===== config.mk =====
export PLATFORM = sky130hd
export DESIGN_NAME = event_packet_decoder
export DESIGN_NICKNAME = d
export VERILOG_FILES = /design/src/rtl/lib_arbiter_pkg.sv /design/src/rtl/evt_sync_fifo.sv /design/src/rtl/event_packet_decoder.sv
export SDC_FILE = /design/constraint.sdc
export NUM_CORES = 1
export LEC_CHECK = 0
export BUFFER_PORTS_ARGS = -buffer_cell sky130_fd_sc_hd__clkbuf_2
export CAP_MARGIN = 5
export CORE_UTILIZATION = 28
export CTS_CLUSTER_DIAMETER = 60
export DETAILED_ROUTE_END_ITERATION = 16
export PLACE_DENSITY = 0.5
export SLEW_MARGIN = 20
export SYNTH_ARGS = -nofsm -noshare
export SYNTH_HDL_FRONTEND = slang
export SYNTH_SLANG_ARGS = --single-unit

===== constraint.sdc =====
create_clock -name clk_i -period 18.2 [get_ports clk_i]
set_clock_uncertainty 0.05 [all_clocks]
set_input_delay 1.82 -clock clk_i [delete_from_list [all_inputs] [get_ports clk_i]]
set_output_delay 1.82 -clock clk_i [all_outputs]
set_load 0.005 [all_outputs]

===== src/rtl/lib_arbiter_pkg.sv =====
// Shared arbiter geometry, the packed event word layout and address helpers.
package lib_arbiter_pkg;

  localparam int ROWS      = 32;
  localparam int COLS      = 32;
  localparam int Lvl_ADD   = 2;   // group-level address bits
  localparam int Lvl0_ADD  = 3;   // bits of the sub-address inside a group
  localparam int ROW_ADD   = Lvl_ADD + Lvl0_ADD;
  localparam int COL_ADD   = Lvl_ADD + Lvl0_ADD;
  localparam int SIZE      = 32;  // timestamp width
  localparam int WIDTH     = SIZE + ROW_ADD + COL_ADD + 1;

  // Pixels covered by one group at the bottom level.
  localparam int Lvl0_ROWS = ROWS >> Lvl_ADD;
  localparam int Lvl0_COLS = COLS >> Lvl_ADD;

  localparam int EVT_POL_LSB = 0;
  localparam int EVT_COL_LSB = 1;
  localparam int EVT_ROW_LSB = EVT_COL_LSB + COL_ADD;
  localparam int EVT_TS_LSB  = EVT_ROW_LSB + ROW_ADD;

  // Backward distance above this is read as a wrap of the timestamp counter.
  localparam logic [SIZE-1:0] TS_HALF = {1'b1, {(SIZE-1){1'b0}}};

  typedef struct packed {
    logic [SIZE-1:0]    ts;
    logic [ROW_ADD-1:0] row;
    logic [COL_ADD-1:0] col;
    logic               pol;
  } event_t;

  // {grp, sub} -> grp * group size + sub; kept general for non-power-of-2 groups.
  function automatic logic [ROW_ADD-1:0] abs_row(input logic [ROW_ADD-1:0] f);
    return ROW_ADD'(32'(f[ROW_ADD-1 -: Lvl_ADD]) * 32'(Lvl0_ROWS) + 32'(f[Lvl0_ADD-1:0]));
  endfunction

  function automatic logic [COL_ADD-1:0] abs_col(input logic [COL_ADD-1:0] f);
    return COL_ADD'(32'(f[COL_ADD-1 -: Lvl_ADD]) * 32'(Lvl0_COLS) + 32'(f[Lvl0_ADD-1:0]));
  endfunction

endpackage


===== src/rtl/evt_sync_fifo.sv =====
// Single-clock FIFO with occupancy count and a synchronous flush.
module evt_sync_fifo #(
  parameter int W     = 8,
  parameter int DEPTH = 8
) (
  input  logic                       clk_i,
  input  logic                       rst_i,
  input  logic                       flush_i,
  input  logic                       push_i,
  input  logic                       pop_i,
  input  logic [W-1:0]               wdata_i,
  output logic [W-1:0]               rdata_o,
  output logic [$clog2(DEPTH):0]     count_o,
  output logic                       full_o,
  output logic                       empty_o
);
  localparam int AW = $clog2(DEPTH);
  localparam int CW = AW + 1;
  localparam logic [CW-1:0] FULL_CNT = CW'(DEPTH);

  logic [W-1:0]  mem_q [DEPTH];
  logic [AW-1:0] wptr_q, rptr_q;
  logic [CW-1:0] cnt_q;
  logic          do_push, do_pop;

  assign full_o  = (cnt_q == FULL_CNT);
  assign empty_o = (cnt_q == '0);
  assign count_o = cnt_q;
  assign rdata_o = mem_q[rptr_q];

  // Flush wins over any same-cycle push or pop.
  assign do_push = push_i && !full_o && !flush_i;
  assign do_pop  = pop_i && !empty_o && !flush_i;

  // Pointer and occupancy bookkeeping; pointers wrap naturally (DEPTH is 2^n).
  always_ff @(posedge clk_i or posedge rst_i) begin
    if (rst_i) begin
      wptr_q <= '0;
      rptr_q <= '0;
      cnt_q  <= '0;
    end else if (flush_i) begin
      wptr_q <= '0;
      rptr_q <= '0;
      cnt_q  <= '0;
    end else begin
      if (do_push) wptr_q <= wptr_q + 1'b1;
      if (do_pop)  rptr_q <= rptr_q + 1'b1;
      case ({do_push, do_pop})
        2'b10:   cnt_q <= cnt_q + 1'b1;
        2'b01:   cnt_q <= cnt_q - 1'b1;
        default: cnt_q <= cnt_q;
      endcase
    end
  end

  // Storage array, no reset needed: contents are only read when counted valid.
  always_ff @(posedge clk_i) begin
    if (do_push) mem_q[wptr_q] <= wdata_i;
  end

endmodule


===== src/rtl/event_packet_decoder.sv =====
// Arbiter event receiver: buffer, unpack to absolute pixel address, check ts order, count.
module event_packet_decoder import lib_arbiter_pkg::*; #(
  parameter int FIFO_DEPTH = 8,
  parameter int EVT_CNT_W  = 16
) (
  input  logic                 clk_i,
  input  logic                 reset_i,
  input  logic                 clear_i,
  input  logic                 event_valid_i,
  input  logic [WIDTH-1:0]     event_data_i,
  output logic                 event_ready_o,
  output logic                 pix_valid_o,
  input  logic                 pix_ready_i,
  output logic [ROW_ADD-1:0]   pix_row_o,
  output logic [COL_ADD-1:0]   pix_col_o,
  output logic                 pix_pol_o,
  output logic [SIZE-1:0]      pix_ts_o,
  output logic                 ts_err_o,
  output logic                 ts_wrap_o,
  output logic [EVT_CNT_W-1:0] event_count_o
);
  localparam int CW = $clog2(FIFO_DEPTH) + 1;

  logic             rdy_q;
  logic             vld_q, vld_d;
  event_t           pix_q, pix_d;
  logic [SIZE-1:0]  last_q, last_d;
  logic             have_q, have_d;
  logic             err_q, err_d;
  logic             wrap_q, wrap_d;
  logic [EVT_CNT_W-1:0] cnt_q, cnt_d;

  logic             fifo_full, fifo_empty, fifo_push, fifo_pop;
  logic [WIDTH-1:0] fifo_rdata, src;
  logic [CW-1:0]    fifo_cnt;
  logic             push, hs, can_load, load, bypass;
  event_t           raw, dec;
  logic [SIZE-1:0]  ts_back;
  logic             ts_older;

  evt_sync_fifo #(.W(WIDTH), .DEPTH(FIFO_DEPTH)) u_fifo (
    .clk_i   (clk_i),
    .rst_i   (reset_i),
    .flush_i (clear_i),
    .push_i  (fifo_push),
    .pop_i   (fifo_pop),
    .wdata_i (event_data_i),
    .rdata_o (fifo_rdata),
    .count_o (fifo_cnt),
    .full_o  (fifo_full),
    .empty_o (fifo_empty)
  );

  // Ready comes only from the registered FIFO occupancy, never from pix_ready_i.
  assign event_ready_o = rdy_q && !fifo_full;
  assign push          = event_valid_i && event_ready_o;
  assign hs            = vld_q && pix_ready_i;
  assign can_load      = !vld_q || pix_ready_i;
  // An empty FIFO lets the incoming word go straight to the output register.
  assign bypass        = (fifo_cnt == '0);
  assign src           = bypass ? event_data_i : fifo_rdata;
  assign load          = can_load && (!fifo_empty || push);
  assign fifo_pop      = can_load && !fifo_empty;
  assign fifo_push     = push && !(bypass && can_load);

  assign ts_older = (pix_q.ts < last_q);
  assign ts_back  = last_q - pix_q.ts;

  // Unpack the head word into absolute coordinates.
  always_comb begin
    raw     = src;
    dec     = raw;
    dec.row = abs_row(raw.row);
    dec.col = abs_col(raw.col);
  end

  // Output register, timestamp checker and counter next-state; clear overrides all.
  always_comb begin
    vld_d  = vld_q;
    pix_d  = pix_q;
    last_d = last_q;
    have_d = have_q;
    err_d  = err_q;
    wrap_d = 1'b0;
    cnt_d  = cnt_q;
    if (hs) begin
      vld_d  = 1'b0;
      have_d = 1'b1;
      last_d = pix_q.ts;
      if (cnt_q != '1) cnt_d = cnt_q + 1'b1;
      if (have_q && ts_older) begin
        if (ts_back > TS_HALF) wrap_d = 1'b1;
        else                   err_d  = 1'b1;
      end
    end
    if (load) begin
      vld_d = 1'b1;
      pix_d = dec;
    end
    if (clear_i) begin
      vld_d  = 1'b0;
      pix_d  = '0;
      last_d = '0;
      have_d = 1'b0;
      err_d  = 1'b0;
      cnt_d  = '0;
    end
  end

  // State registers.
  always_ff @(posedge clk_i or posedge reset_i) begin
    if (reset_i) begin
      rdy_q  <= 1'b0;
      vld_q  <= 1'b0;
      pix_q  <= '0;
      last_q <= '0;
      have_q <= 1'b0;
      err_q  <= 1'b0;
      wrap_q <= 1'b0;
      cnt_q  <= '0;
    end else begin
      rdy_q  <= 1'b1;
      vld_q  <= vld_d;
      pix_q  <= pix_d;
      last_q <= last_d;
      have_q <= have_d;
      err_q  <= err_d;
      wrap_q <= wrap_d;
      cnt_q  <= cnt_d;
    end
  end

  assign pix_valid_o   = vld_q;
  assign pix_row_o     = pix_q.row;
  assign pix_col_o     = pix_q.col;
  assign pix_pol_o     = pix_q.pol;
  assign pix_ts_o      = pix_q.ts;
  assign ts_err_o      = err_q;
  assign ts_wrap_o     = wrap_q;
  assign event_count_o = cnt_q;

endmodule


* Word level (Yosys, flattened, before mapping)
Memories as Yosys holds them, arrays and structs flattened. Cells that the tools add are included.
Cells by class: add/subtract/negate cells 8, mux-type cells 28, eq/ne operators 5, reductions and logical operators 30, $lt $le $gt $ge 2
Operators by type and width (number):
- 43-bit two-way mux | 3
- 32-bit two-way mux | 2
- 16-bit two-way mux | 3
- 32-bit greater-than comparator (second input constant) | 1
- 32-bit < comparator | 1
- 32-bit subtractor | 1
- 16-bit by 1-bit adder with 16-bit output (second input constant) | 1
- 16-bit inequality test (second input constant) | 1
- 1-bit two-way mux | 14
- 1-bit logical AND | 12
- 3-bit two-way mux | 4
- 2-bit nonzero test | 6
- 5-bit by 3-bit adder with 5-bit output | 2
- 4-bit case mux with 2 select lines | 1
- 3-bit by 1-bit adder with 3-bit output (second input constant) | 2
- 3-bit nonzero test | 2
- 1-bit logical NOT | 5
- 4-bit by 1-bit adder with 4-bit output (second input constant) | 1
- 4-bit equality test (second input constant) | 1
- 4-bit logical NOT | 1
- 4-bit two-way mux | 1
- 4-bit by 1-bit subtractor with 4-bit output (second input constant) | 1
- 3-bit AND reduction | 1
- 2-bit by 1-bit equality test with 1-bit output (second input constant) | 1
- 4 further kinds | 5
Word-level totals: memory bits (writable) 344, output and inout bits 63, input bits 48, bits in registers 106, logic and storage cells 88, memories kept 1
Memories:
- u_fifo.mem_q | words 8, bits a word 43, read ports 1, clocked after memory_dff 0, write ports 1, line evt_sync_fifo.sv:21 | logic [W-1:0] mem_q [DEPTH];

* Logic depth before layout (Yosys ltp)
Gate-level depths: netlist of the first run.
word-level depth 10, gate-level depth with buffers 13, depth with buffers taken out 13

* By module
From an unflattened synthesis of the first run, not the netlist that was laid out.
Second synthesis, totals: cells, all modules 1377, area total of the unflattened synthesis 20303.2 um^2
By module, submodules not included:
- evt_sync_fifo | instances 1, area each 13621.8 um^2, cells an instance 576, seq. area each 10580.1 um^2
- event_packet_decoder | instances 1, area each 6681.4 um^2, cells an instance 801, seq. area each 2402.3 um^2

* Worst setup path before layout of the first run
Ideal clock, no wire load.
path type input port to flip-flop, start point in clear_i, end point mem u_fifo.mem_q[6][0] (netlist bit), enable pin, slack 11.227 ns, stages 3, setup time 0.551 ns, arrival time 6.373 ns, path buffers 2, data required time 17.599 ns, path through buf_4 > buf_2 > nor4_1
Between the ends: cells in the longest elaborated chain, start to end 4
Ends and longest elaborated chain:
- from (decl) | line event_packet_decoder.sv:8 | input logic clear_i,
- 1-bit logical NOT | line evt_sync_fifo.sv:32 | assign do_push = push_i && !full_o && !flush_i;
- 1-bit logical AND | line evt_sync_fifo.sv:32
- 1-bit two-way mux | line evt_sync_fifo.sv:58 | if (do_push) mem_q[wptr_q] <= wdata_i;
- 1-bit two-way mux (implied by the code) | line evt_sync_fifo.sv:58
- to (decl) | line evt_sync_fifo.sv:21
Every way passes these cells.

* Worst setup path in the final report of the first run
start point reg pix_q (netlist bit pix_ts_o[20]), end point reg err_q, in the netlist ts_err_o
Between the ends: cells in the longest elaborated chain, start to end 4, elaborated cells between the ends (all ways) 7, those cells by class 1 x add/sub; 2 x order compare; 1 x eq/ne; 3 x reduce/logical
Ends and longest elaborated chain:
- from (decl) | line event_packet_decoder.sv:26 | event_t pix_q, pix_d;
- from (signal assigned) | line event_packet_decoder.sv:124 | pix_q <= pix_d;
- 32-bit subtractor or 32-bit < comparator (tied branches) | line event_packet_decoder.sv:67, event_packet_decoder.sv:66
- 32-bit greater-than comparator or 1-bit logical AND (tied branches) | line event_packet_decoder.sv:92, event_packet_decoder.sv:91
- 2-bit inequality test (no source line) or 2-bit nonzero test (tied branches)
- 3-bit AND reduction (no source line) *
- to (signal assigned) | line event_packet_decoder.sv:127 | err_q <= err_d;
- to (decl) | line event_packet_decoder.sv:29 | logic err_q, err_d;
Every way passes the cells marked *; elsewhere a longest branch is shown, timed or not. A chain may end at the register's enable or synchronous reset.

==> results of run 1 <==
sequential cells by signal, summed over array words and instances (netlist names), 3 cells and up:
name            flops
pix_col_o           5
u_fifo.rptr_q       3
u_fifo.wptr_q       3
pix_ts_o           32
last_q             32
u_fifo.mem_q      344
u_fifo.count_o      4
event_count_o      16
pix_row_o           5
worst max path at each step:
stage | to | slack, ns | cells past startpoint
after global placement | u_fifo.mem_q[5][20] | 14.19 | 7
after floorplan | u_fifo.mem_q[6][0] | 11.23 | 3
after global routing | ts_err_o | 14.05 | 11
after detailed placement | event_count_o[15] | 14.11 | 8
final | ts_err_o | 14.27 | 11
after CTS | ts_err_o | 14.33 | 11
through the flow:
step / hold slack (ns) / instances / power, mW / setup slack, ns / utilization, %
2_1_floorplan: 0.416 / 1396 / 2.05 / 11.23 / -
3_3_place_gp: 0.443 / 2378 / 2.35 / 14.19 / 30.6
3_5_place_dp: 0.447 / 2378 / 2.36 / 14.11 / 30.6
4_1_cts: 0.475 / 2467 / 3.33 / 14.33 / 32.9
5_1_grt: 0.500 / 2469 / 3.49 / 14.05 / 32.9
6_report: 0.472 / 2469 / 3.29 / 14.27 / 32.9
critical path: stages, from the launching register on:
cell and delay (ns):
dfrtp_1 0.55, inv_1 0.08, ha_1 0.50, nand2_1 0.14
o21ai_0 0.63, o21ai_0 0.32, a311oi_1 0.35, o2111ai_1 0.16
nor4_1 0.34, o2111a_1 0.30, nand4_1 0.12, a311oi_1 0.27
cell usage after synthesis (3+ instances only):
| cell | count |
|---|---|
| or3_1 | 6 |
| a311oi_1 | 3 |
| mux2i_1 | 51 |
| o21a_1 | 6 |
| o2111ai_1 | 3 |
| dfrtp_1 | 106 |
| nand2b_1 | 6 |
| nand2_1 | 121 |
| buf_6 | 3 |
| edfxtp_1 | 344 |
| mux4_2 | 86 |
| nand3_1 | 9 |
| o21bai_1 | 4 |
| buf_4 | 9 |
| buf_1 | 12 |
| nor4_1 | 6 |
| nor3b_1 | 5 |
| xor2_1 | 16 |
| a31oi_1 | 4 |
| nand4_1 | 20 |
| clkbuf_1 | 58 |
| ha_1 | 37 |
| a21oi_1 | 116 |
| o21ai_0 | 24 |
| nor2b_1 | 5 |
| and3_1 | 7 |
| nor2_1 | 138 |
| inv_1 | 41 |
| buf_2 | 4 |
| xnor2_1 | 10 |
| nor3_1 | 14 |
| a21o_1 | 15 |
| a211oi_1 | 52 |
| or2_2 | 3 |
cells by family after synthesis:
| kind of cell | after synthesis |
|---|---|
| AOI/OAI and AO/OA | 256 |
| other | 1 |
| and+or+nand+nor | 358 |
| muxes | 139 |
| DFF | 450 |
| buffers and inverters | 127 |
| adders and majority gates | 39 |
| xor gates and xnor gates | 26 |
area by class of cell:
cell class / count / area share [%]
Inverter: 41 / 0.677
Clock buffer: 73 / 6.00
Sequential cell: 450 / 56.2
Timing Repair Buffer: 128 / 2.98
Tap cell: 940 / 5.09
Multi-Input combinational cell: 819 / 28.2
Antenna cell: 2 / 0.0217
Clock inverter: 16 / 0.813
power breakdown:
group	switching [mW]	internal [mW]	leakage, nW
clock network	0.407	0.559	0.757
registers	0.0973	1.17	4.52
logic	0.618	0.438	2.86
total	1.12	2.16	8.14
layer usage:
metal,global-route usage [%],vias up
met5,0,-
met4,4.19,8
met3,3.02,83
met2,22.6,221
met1,18.5,6133
li1,-,5499
==> impl_metrics.py, run 1 <==
metrics = {
    "global_routing": {
        "grt_pass1_vias": 12100,
        "grt_pass1_wl_um": 75800,
        "grt_overflow": 0,
        "grt_max_degree": 72,
        "track_usage_pct": 13.9,
        "antenna_found_initial": 7,
    },
    "yosys": {
        "synthFlopType": "edfxtp_1",
        "ys_ff_latch": 450,
        "syn_area_um2": 20000,
        "synth-simple-area-share_pct": 8.08,
        "synth_edf_count": 344,
        "synthAdderAreaFrac_pct": 2.52,
        "synth_top_family_by_area": "multiplexers",
        "synthArstFlopShare_pct": 23.6,
        "synth_cell_types": 75,
        "synth_compound_area_share_pct": 8.18,
        "synth_top_area_cell": "edfxtp_1",
        "syn-num-nets": 1483,
        "synth_cells": 1396,
        "postSynthAreaPerCell_um2": 14.3,
        "synth_area_leaders": "edfxtp_1, dfrtp_1, mux4_2",
        "synth_top_area_share_pct": 51.7,
        "synthXorXnorAreaFrac_pct": 1.14,
        "synth.area.mux_share_pct": 12.4,
        "ys_seq_area_share_pct": 65.0,
        "synth.yosys.warnings": 0,
    },
    "timing": {
        "period_minus_slack_ns": 3.93,
        "slew-limit-headroom_pct": 35.8,
        "rsz0062_at_grt": "no",
        "period_share_pct": 21.6,
        "final-setup-viol-count": 0,
        "tightest_slew_ns": 0.962,
        "maxSlewViolCount": 0,
        "fmax_ghz": 0.255,
        "setup_tns_ns": 0,
        "finalHoldViolCount": 0,
    },
    "die": {
        "die_h_um": 269,
        "die_width_um": 269,
        "dieArea_um2": 72400,
        "placementRows": 97,
        "initial_utilization_pct": 28.4,
        "ioPinCount": 111,
        "core-area_um2": 70300,
    },
    "clocking": {
        "cts_buffers": 48,
        "cts_hold_buf": 0,
        "clock_sinks": 450,
        "clkTransAtPathRegs_ns": 0.06,
        "ctsResizeCount": 0,
        "clk_latency_ns": 0.59,
        "clockBufferDepth": 3,
        "htreeDepth": 2,
        "post_cts_buffers": 0,
        "root_buffer": "clkbuf_16",
        "cts_tree": "built",
    },
    "setup_path": {
        "crit_arrival_ns": 4.36,
        "cp_max_fo": 11,
        "critPathLaunch": "pix_ts_o[20]",
        "worst-r2r-cell-count": 11,
        "critPathRequiredTime_ns": 18.63,
        "critPathKind": "flop to flop",
        "r2r-start": "pix_ts_o[20]",
        "startpoint_type": "flop",
        "cp-end-kind": "flop",
        "worstReg2RegEnd": "ts_err_o",
        "reg2reg_slack_ns": 14.27,
    },
    "final_layout": {
        "fin_nets": 1575,
        "fin_area_um2": 23100,
        "mostFrequentLayoutCell": "edfxtp_1",
        "syn2layout_area_growth_pct": 15.6,
        "multiInputGateArea_um2": 6510,
        "n_fill_cell": 6858,
        "regArea_um2": 13000,
        "final_cell_mix": "edfxtp_1, nor2_1, nand2_1",
        "drive_gt1_share_pct": 21.0,
    },
    "worst_hold_path": {
        "holdPathStages": 2,
        "min_from": "pix_pol_o",
        "hp-class": "flop to flop",
        "min_delay_worst_endpoint": "pix_pol_o",
    },
    "place": {
        "place_congestion": 0.838,
        "port_buffers": 110,
        "place_area_um2": 21500,
        "dp_hpwl_um": 30700,
    },
    "power": {
        "p_per_area_nw_per_um2": 142,
        "p_leak_nw": 8.14,
        "ir_drop_uv": 56.6,
    },
    "route": {
        "wl_per_cell_um": 20.2,
        "dr_wl_met2_um": 23700,
        "drt_iter0_drc": 985,
        "route.detailed.drc": 0,
        "wirelength_um": 49800,
        "wl_met1_um": 22400,
        "antenna_left": 0,
        "drtPass1Iterations": 5,
        "viasPerCell": 4.84,
        "top_layer": "met5",
        "dr_total_vias": 11900,
        "met3_wirelength_um": 2570,
    },
    "status": {
        "status": "finished clean",
    },
    "job": {
        "maxCapViolations": 0,
    },
}
(Power assumes the default switching activity.)
==> run 2: changes to the inputs <==
--- a/config.mk
+++ b/config.mk
@@ -10,7 +10,7 @@
 export CORE_UTILIZATION = 28
 export CTS_CLUSTER_DIAMETER = 60
 export DETAILED_ROUTE_END_ITERATION = 16
-export PLACE_DENSITY = 0.5
+export PLACE_DENSITY = 0.51
 export SLEW_MARGIN = 20
 export SYNTH_ARGS = -nofsm -noshare
 export SYNTH_HDL_FRONTEND = slang
==> constraint.sdc (replaced) <==
create_clock -name clk_i -period 3.3 [get_ports clk_i]
set_clock_uncertainty 0.05 [all_clocks]
set_input_delay 0.33 -clock clk_i [delete_from_list [all_inputs] [get_ports clk_i]]
set_output_delay 0.33 -clock clk_i [all_outputs]
set_load 0.005 [all_outputs]
==> run 2 against run 1 <==
Compared with the run above: the run now ends with setup timing left; critical path type unchanged; core utilization is 1.8 points higher; register-to-register slack worse by 14 ns; flip-flop and latch count unchanged; total power rose to 5.8 times the previous value; sequential share of layout area shrank 2.9 points; worst setup slack worse by 14 ns; count of clock-buffer cells in the layout shrank 13; critical endpoint unchanged; die area unchanged; combinational power increased to 6.5 times the previous value; via count is 3.7% higher; global-route usage increased by 0.55 points.
==> impl_metrics.py, run 2 (synthesized netlist as in run 1, its figures left out) <==
metrics = {
    "status": {
        "status": "finished with violations",
        "violations": "setup timing",
    },
    "timing": {
        "hold_slack_ns": 0.0328,
        "setup_tns_ns": -0.0468,
        "rsz0062_at_grt": "yes",
        "period_share_pct": 101,
        "worst_slack_ns": -0.0468,
        "finalHoldViolCount": 0,
        "slew-limit-headroom_pct": 38.2,
        "maxSlewViolCount": 0,
        "final-setup-viol-count": 1,
        "fmax_ghz": 0.299,
        "tightest_slew_ns": 0.927,
        "period_minus_slack_ns": 3.35,
    },
    "route": {
        "wl_per_cell_um": 20.0,
        "dr_total_vias": 12400,
        "antenna_left": 0,
        "route.detailed.drc": 0,
        "wirelength_um": 51700,
        "viasPerCell": 4.79,
        "drt_iter0_drc": 818,
        "drtPass1Iterations": 4,
    },
    "setup_path": {
        "startpoint_type": "flop",
        "critPathRequiredTime_ns": 3.74,
        "cpMostUsedCell": "inv_1",
        "r2r-start": "last_q[0]",
        "endpoint": "ts_err_o",
        "reg2reg_slack_ns": -0.05,
        "critPathKind": "flop to flop",
        "worst-r2r-cell-count": 13,
        "critPathLaunch": "last_q[0]",
        "crit_arrival_ns": 3.78,
        "worstReg2RegEnd": "ts_err_o",
        "max_stage_delay_ns": 0.50,
        "cp_max_fo": 2,
        "cp-end-kind": "flop",
        "crit_chain": "inv_1 -> ha_2 -> inv_1 -> fa_2 -> a21o_1 -> a221oi_4 -> o221ai_2 -> nor4_2 -> a2111oi_1 -> or4_4 -> a2111oi_4 -> nand4_1 -> a311oi_1",
        "crit_path_top_delay_cell": "or4_4",
    },
    "power": {
        "ir_drop_uv": 748,
        "p_per_area_nw_per_um2": 782,
        "p_leak_nw": 8.76,
        "total_power_mw": 19.1,
    },
    "global_routing": {
        "track_usage_pct": 14.4,
        "grt_pass1_vias": 12700,
        "antenna_found_initial": 5,
        "grt_max_degree": 88,
        "grt_pass1_wl_um": 78800,
        "grt_overflow": 0,
    },
    "place": {
        "dp_hpwl_um": 33400,
        "port_buffers": 110,
        "preCtsSetupSlack_ns": -0.156,
        "place_congestion": 0.847,
        "dp.cells": 2453,
    },
    "die": {
        "placementRows": 97,
        "initial_utilization_pct": 28.4,
        "dieArea_um2": 72400,
        "ioPinCount": 111,
        "die_width_um": 269,
        "die_h_um": 269,
        "core-area_um2": 70300,
    },
    "clocking": {
        "cts_buffers": 49,
        "clk_latency_ns": 0.61,
        "cts_tree": "built",
        "clock_sinks": 450,
        "root_buffer": "clkbuf_16",
        "htreeDepth": 2,
        "clockBufferDepth": 3,
        "clkTransAtPathRegs_ns": 0.06,
    },
    "worst_hold_path": {
        "hp-class": "primary input to flop",
    },
    "final_layout": {
        "drive_gt1_share_pct": 24.8,
        "final_cell_mix": "edfxtp_1, nor2_1, nand2_1",
        "syn2layout_area_growth_pct": 22.0,
        "regMostFlops": "u_fifo.mem_q",
        "largest_register_ff_count": 344,
        "final_cells": 2588,
        "fin_nets": 1692,
        "mostFrequentLayoutCell": "edfxtp_1",
    },
    "job": {
        "maxCapViolations": 0,
    },
}
run 2: cell count changes in the layout (fill, tap and decap cells not counted), moves of 2 or more:
cell           previous run  this run
buf_4                    19        79
nor3b_2                   3         0
nor3b_4                   0         3
diode_2                   2         4
clkinv_2                  3        11
clkinv_1                  2         6
dlygate4sd3_1             0        40
buf_12                    0        15
clkbuf_1                 16         7
inv_8                     0         4
clkbuf_8                  9         4
run 2: per-stage QoR:
| stage | utilization, % | cell area, um^2 |
|---|---|---|
| after detailed placement | 31.7 | 22300 |
| after global routing | 34.7 | 24400 |
| after CTS | 34.6 | 24300 |
| after floorplan | - | 20000 |
| after global placement | 31.7 | 22300 |
| final | 34.7 | 24400 |
run 2: final cells by class:
type | instances | area, um^2
antenna | 4 | 10.0
sequential | 450 | 13000
multi-input combinational | 819 | 6590
clock buffer | 60 | 1310
tap | 940 | 1180
inverter | 41 | 156
timing repair buffer | 244 | 1850
fill | 6814 | 45900
clock inverter | 30 | 293
run 2: what timing repair did:
action | CTS | global route
hold buffers | 40 | 0
setup endpoints to repair | 2 | 2
endpoints found under the hold margin | 365 | 0
pin swaps | 7 | 8
resized for setup | 5 | 6
setup buffers | 1 | 1
run 2: power breakdown:
part	leakage [nW]	switching (mW)	internal (mW)	total, mW
Combinational	3.45	3.98	2.95	6.93
Sequential	4.52	0.345	6.44	6.79
Clock	0.788	2.32	3.03	5.34
Total	8.76	6.64	12.4	19.1
run 2: how the worst min path moves through the flow:
stage / depth (start not counted) / from / slack [ns] / end
6_report: 1 / event_data_i[27] / 0.03 / u_fifo.mem_q[0][27]
5_1_grt: 1 / event_data_i[29] / 0.03 / u_fifo.mem_q[5][29]
4_1_cts: 1 / event_data_i[27] / 0.007 / u_fifo.mem_q[0][27]
3_5_place_dp: 2 / have_q / 0.44 / have_q
3_3_place_gp: 2 / have_q / 0.43 / have_q
2_1_floorplan: 0 / event_data_i[0] / 0.38 / u_fifo.mem_q[0][0]
run 2: routing by layer:
layer | global-route usage (%) | vias to the layer above | share of wire (%)
li1 | - | 5761 | -
met1 | 19.9 | 6360 | 46
met2 | 23.6 | 202 | 48
met3 | 2.45 | 61 | 4.2
met4 | 3.62 | 2 | 1.8
met5 | 0 | - | 0.025
run 2: worst max-delay path, delay by kind of cell, from the launching register on:
kind	cells	cell delay, ns
simple gates	3	0.83
buf+inv	2	0.11
fa+ha+maj	2	0.50
flops	1	0.37
compound gates	6	1.36
